[src/rtl/matrix_vector_mac.sv]
// Vector x matrix engine: v = u*A (or u*A^T), one shared multiplier iterated over DIM*DIM MACs.
// Latency: out_valid rises DIM*DIM cycles after the accept edge; min period DIM*DIM+2 cycles.
// Backpressure: result held in DONE until out_ready; in_ready stays low until the result is taken.

`ifndef FLOAT_BITS
`define FLOAT_BITS 16
`endif
`ifndef FLOAT_DCM_BITS
`define FLOAT_DCM_BITS 8
`endif

module matrix_vector_mac #(
    parameter int DIM      = 2,
    parameter int WIDTH    = `FLOAT_BITS,
    parameter int FRAC     = `FLOAT_DCM_BITS,
    parameter int SATURATE = 0
) (
    input  logic                       clk,
    input  logic                       rst_n,
    input  logic                       in_valid,
    output logic                       in_ready,
    input  logic                       transpose,
    input  logic [DIM*WIDTH-1:0]       u,
    input  logic [DIM*DIM*WIDTH-1:0]   a,
    output logic                       out_valid,
    input  logic                       out_ready,
    output logic [DIM*WIDTH-1:0]       v
);

    localparam int IW = $clog2(DIM);
    localparam int PW = 2 * WIDTH;
    // One extra bit per doubling of DIM keeps the running sum from overflowing.
    localparam int AW = PW + IW;
    localparam logic [IW-1:0] LAST = IW'(DIM - 1);
    localparam logic signed [AW-1:0] SMAX = {{(AW-WIDTH+1){1'b0}}, {(WIDTH-1){1'b1}}};
    localparam logic signed [AW-1:0] SMIN = {{(AW-WIDTH+1){1'b1}}, {(WIDTH-1){1'b0}}};

    typedef enum logic [1:0] {S_IDLE, S_BUSY, S_DONE} state_t;

    state_t                   state_q;
    logic signed [WIDTH-1:0]  u_q [DIM];
    logic signed [WIDTH-1:0]  a_q [DIM][DIM];
    logic                     tr_q;
    logic [IW-1:0]            c_q;
    logic [IW-1:0]            r_q;
    logic signed [AW-1:0]     acc_q;
    logic signed [WIDTH-1:0]  v_q [DIM];
    logic                     out_valid_q;

    logic signed [WIDTH-1:0]  u_el;
    logic signed [WIDTH-1:0]  m_el;
    logic signed [PW-1:0]     prod;
    logic signed [PW-1:0]     term;
    logic signed [AW-1:0]     sum_d;
    logic signed [WIDTH-1:0]  fin_d;

    // Current MAC term: the shift is applied per term (floor), before accumulation.
    always_comb begin
        u_el  = u_q[r_q];
        m_el  = tr_q ? a_q[c_q][r_q] : a_q[r_q][c_q];
        prod  = $signed({{WIDTH{u_el[WIDTH-1]}}, u_el}) * $signed({{WIDTH{m_el[WIDTH-1]}}, m_el});
        term  = prod >>> FRAC;
        sum_d = acc_q + {{IW{term[PW-1]}}, term};
    end

    // Reduce the full-width column sum to WIDTH bits: wrap, or clamp when saturating.
    always_comb begin
        fin_d = sum_d[WIDTH-1:0];
        if (SATURATE != 0) begin
            if (sum_d > SMAX) begin
                fin_d = SMAX[WIDTH-1:0];
            end else if (sum_d < SMIN) begin
                fin_d = SMIN[WIDTH-1:0];
            end
        end
    end

    // Control FSM plus operand, accumulator and result registers.
    always_ff @(posedge clk or negedge rst_n) begin
        if (!rst_n) begin
            state_q     <= S_IDLE;
            tr_q        <= 1'b0;
            c_q         <= '0;
            r_q         <= '0;
            acc_q       <= '0;
            out_valid_q <= 1'b0;
            for (int i = 0; i < DIM; i++) begin
                u_q[i] <= '0;
                v_q[i] <= '0;
                for (int j = 0; j < DIM; j++) begin
                    a_q[i][j] <= '0;
                end
            end
        end else begin
            case (state_q)
                S_IDLE: begin
                    if (in_valid) begin
                        for (int i = 0; i < DIM; i++) begin
                            u_q[i] <= u[i*WIDTH +: WIDTH];
                            for (int j = 0; j < DIM; j++) begin
                                a_q[i][j] <= a[(i*DIM+j)*WIDTH +: WIDTH];
                            end
                        end
                        tr_q    <= transpose;
                        acc_q   <= '0;
                        c_q     <= '0;
                        r_q     <= '0;
                        state_q <= S_BUSY;
                    end
                end
                S_BUSY: begin
                    if (r_q == LAST) begin
                        // Column complete: commit it and start the next one from zero.
                        v_q[c_q] <= fin_d;
                        acc_q    <= '0;
                        r_q      <= '0;
                        if (c_q == LAST) begin
                            c_q         <= '0;
                            out_valid_q <= 1'b1;
                            state_q     <= S_DONE;
                        end else begin
                            c_q <= c_q + IW'(1);
                        end
                    end else begin
                        acc_q <= sum_d;
                        r_q   <= r_q + IW'(1);
                    end
                end
                S_DONE: begin
                    if (out_ready) begin
                        out_valid_q <= 1'b0;
                        state_q     <= S_IDLE;
                    end
                end
                default: begin
                    state_q <= S_IDLE;
                end
            endcase
        end
    end

    assign in_ready  = (state_q == S_IDLE);
    assign out_valid = out_valid_q;

    for (genvar gi = 0; gi < DIM; gi++) begin : g_vpack
        assign v[gi*WIDTH +: WIDTH] = v_q[gi];
    end

endmodule

[config.mk]
export PLATFORM = sky130hd
export DESIGN_NAME = matrix_vector_mac
export DESIGN_NICKNAME = d
export VERILOG_FILES = /design/src/rtl/matrix_vector_mac.sv
export SDC_FILE = /design/constraint.sdc
export NUM_CORES = 1
export LEC_CHECK = 0
export ABC_CLOCK_PERIOD_IN_PS = 10350
export CAP_MARGIN = 0
export CORE_ASPECT_RATIO = 1.75
export CORE_MARGIN = 4
export CORE_UTILIZATION = 30
export CTS_CLUSTER_DIAMETER = 100
export DETAILED_ROUTE_END_ITERATION = 7
export SYNTH_ARGS = -nofsm -noshare
export SYNTH_HDL_FRONTEND = slang
export SYNTH_SLANG_ARGS = --single-unit
[constraint.sdc]
create_clock -name clk -period 10.35 [get_ports clk]
set_clock_uncertainty 0.2 [all_clocks]
set_input_delay 3.105 -clock clk [delete_from_list [all_inputs] [get_ports clk]]
set_output_delay 3.105 -clock clk [all_outputs]
set_load 0.05 [all_outputs]
==> results.md <==
- First-pass GRT wire length: 70800 um
- Avg Cell Area, Syn: 9.84 um^2
- Wire per inst: 20.5 um
- DR DRC count: 0
- Setup repair after global routing missed its margin: no
- Synthesis Warnings: 0
- Crit-path slowest cell: nor2_1
- TritonCTS buffer count: 17
- Period minus WS final: 9.69 ns
- Fillers: 4865
- Most common flop cell mapped by yosys: dfrtp_1
- CP Launch Type: flop
- Post-synth EDFFs: 0
- CTS tree: built
- Post-synthesis sequential area ratio: between 20% and 30%
- Synth Cell Area: between 10000 and 15000 um^2
- Row Count: 106
- Syn nets: roughly 1800
- Fmax: 103 MHz
- Setup CP Type: flop to flop
- Setup Viol. Count Final: 0
- P&R area growth vs syn: 18.6%
- Layout cell share with drive strength beyond 1: 11.4%
- Clk sink count: 150
- Routability Congestion: 0.978
- Die Y: 298 um
- Worst path max stage delay: 0.84 ns
- Core area: 47700 um^2
- Asr flop ratio synth: 100%
- Final Hold Vio Count: 0
- Worst EP arrival: 9.77 ns
- Max Cap Viol: 0
- Count of cell types in the netlist: slightly above 60
- WL final: 45200 um
- Starting DRT DRC Count: just over 700
- Ports: 135
- Initial antenna violation count: 1
- Postcts setup bufs: 0
- Die X: 174 um
- Tot GR Track Use: 17.9%
- H-tree depth: 4
- Post-route antenna net violation count: 0
- Hold-fix buffers, CTS: 0
- Hold Crit Class: flop to flop
- Diode count: 0
- Critical path fanouts, max: 17
- Worst-Skew Late Latency: 0.45 ns
- Nets: 1970
- Cell family with most CP delay: adder cells
- DIE AREA: about 52000 um^2
- Post-DP HPWL: 36700 um
- Normalized max-slew margin: 18.2%
- Via density: 4.93
- Synthesis-stage register bit count: 150
- Gr ovfl total: 0
- Cell count after synthesis: 1468
- Clk buf depth: 2
- Largest net degree at the start of global routing: 88
- Slew Viols, Final: 0
- Vias: between 10000 and 15000
- Clock transition at the registers of the reported paths: 0.07 ns
- Worst EP required: 10.43 ns
- CTS resizes: 0
- Vias in the first global route: 12300
- Worst setup EP type: flop
- Starting Density: between 30% and 40%
- Port Buffers: 134
- Setup tns final: 0 ns
- Slew @ Worst Pin: 1.23 ns
- CTS Root Buffer Type: clkbuf_16
- Final worst-path cycle share: 93.6%
- Status: complete, no violations
- Pre-antenna DRT Iters: 5
- Buffers and inverters on the worst path: 5
## layout make-up
class	instances	area [um^2]	area share [%]
clock inverters	14	186	1.09
multi-input cells	1005	9490	55.4
flip-flops and latches	150	3750	21.9
well taps	594	743	4.34
clock buffers	18	439	2.56
inverters	264	991	5.78
repair buffers	158	1520	8.89
## worst paths after layout
check / start / endpoint / slack, ns / cells past startpoint
min in group asynchronous: rst_n / v[27] / 2.38 / 1
setup reg to reg: c_q / v[15] / 0.66 / 33
hold / removal: v[27] / v[27] / 0.28 / 2
setup / recovery: c_q / v[15] / 0.66 / 33
max in group asynchronous: rst_n / r_q / 5.68 / 3
hold reg to reg: v[27] / v[27] / 0.28 / 2
## tightest hold or removal path: cells and delay by family, from the launching register on
kind            cells  cell delay, ns
flops               1            0.35
simple gates        1            0.04
compound gates      1            0.06
## state kept, by name, summed over array words and instances, names as in the netlist
name,count
out_valid,1
acc_q,16
v,32
r_q,1
state_q,2
c_q,1
u_q,32
a_q,64
tr_q,1
## logic make-up (layout without fill, tap and decap cells)
| logic type | count (synthesis) | count (layout) | share of synthesized area (%) |
|---|---|---|---|
| adders and majority gates | 273 | 273 | 33.4 |
| xor gates and xnor gates | 44 | 44 | 2.95 |
| AOI/OAI and AO/OA | 172 | 172 | 7.65 |
| DFF | 150 | 150 | 26.0 |
| and+or+nand+nor | 385 | 385 | 11.4 |
| muxes | 131 | 131 | 10.3 |
| buffers and inverters | 313 | 454 | 8.28 |
## metrics by stage
stage	utilization, %	instance area (um^2)	hold slack, ns	worst slack, ns	std cells
after floorplan	-	14400	0.256	1.62	1468
after global placement	34.6	16500	0.268	1.01	2171
after detailed placement	34.6	16500	0.274	0.788	2171
after CTS	35.9	17100	0.290	0.631	2203
after global routing	35.9	17100	0.303	0.0148	2203
final	35.9	17100	0.283	0.661	2203
## layer usage
layer / vias up / wire length [um] / GRT usage, % / part of all wire [%]
li1: 4930 / - / - / -
met1: 5523 / 15300 / 17.9 / 34
met2: 275 / 25400 / 34.6 / 56
met3: 126 / 1240 / 1.84 / 2.7
met4: 2 / 3330 / 11.5 / 7.4
met5: - / 13 / 0 / 0.029
## cells in the final DEF, fill, tap and decap left out, types with 11 or more instances in the layout
master,n
clkdlybuf4s50_1,133
a21oi_1,20
inv_1,264
mux2_2,111
fa_1,187
a21o_1,11
o22ai_1,13
nor3_1,15
buf_4,24
clkbuf_16,17
dfrtp_1,149
xnor2_1,27
ha_1,86
o221ai_1,18
mux2i_1,17
xor2_1,14
nand2_1,171
nor2_1,130
o21ai_0,63
nand2b_1,20
## synth_stat cells, types with 9 or more instances
library cell / instances / area [um^2]
a21o_1: 11 / 82.6
mux2_2: 111 / 1250
ha_1: 86 / 1080
nor3_1: 15 / 75.1
o221ai_1: 18 / 158
dfrtp_1: 150 / 3750
nor2_1: 130 / 488
o21ai_0: 63 / 315
mux2i_1: 17 / 170
o21a_1: 10 / 75.1
nor2b_1: 9 / 56.3
a21oi_1: 20 / 100
nand2_1: 171 / 642
xor2_1: 14 / 123
xnor2_1: 27 / 236
clkbuf_1: 35 / 131
o22ai_1: 13 / 81.3
fa_1: 187 / 3740
inv_1: 264 / 991
nand2b_1: 20 / 125
Power is not shown: default switching activity piles up to over one toggle a cycle in this logic, so the estimate is an artifact.
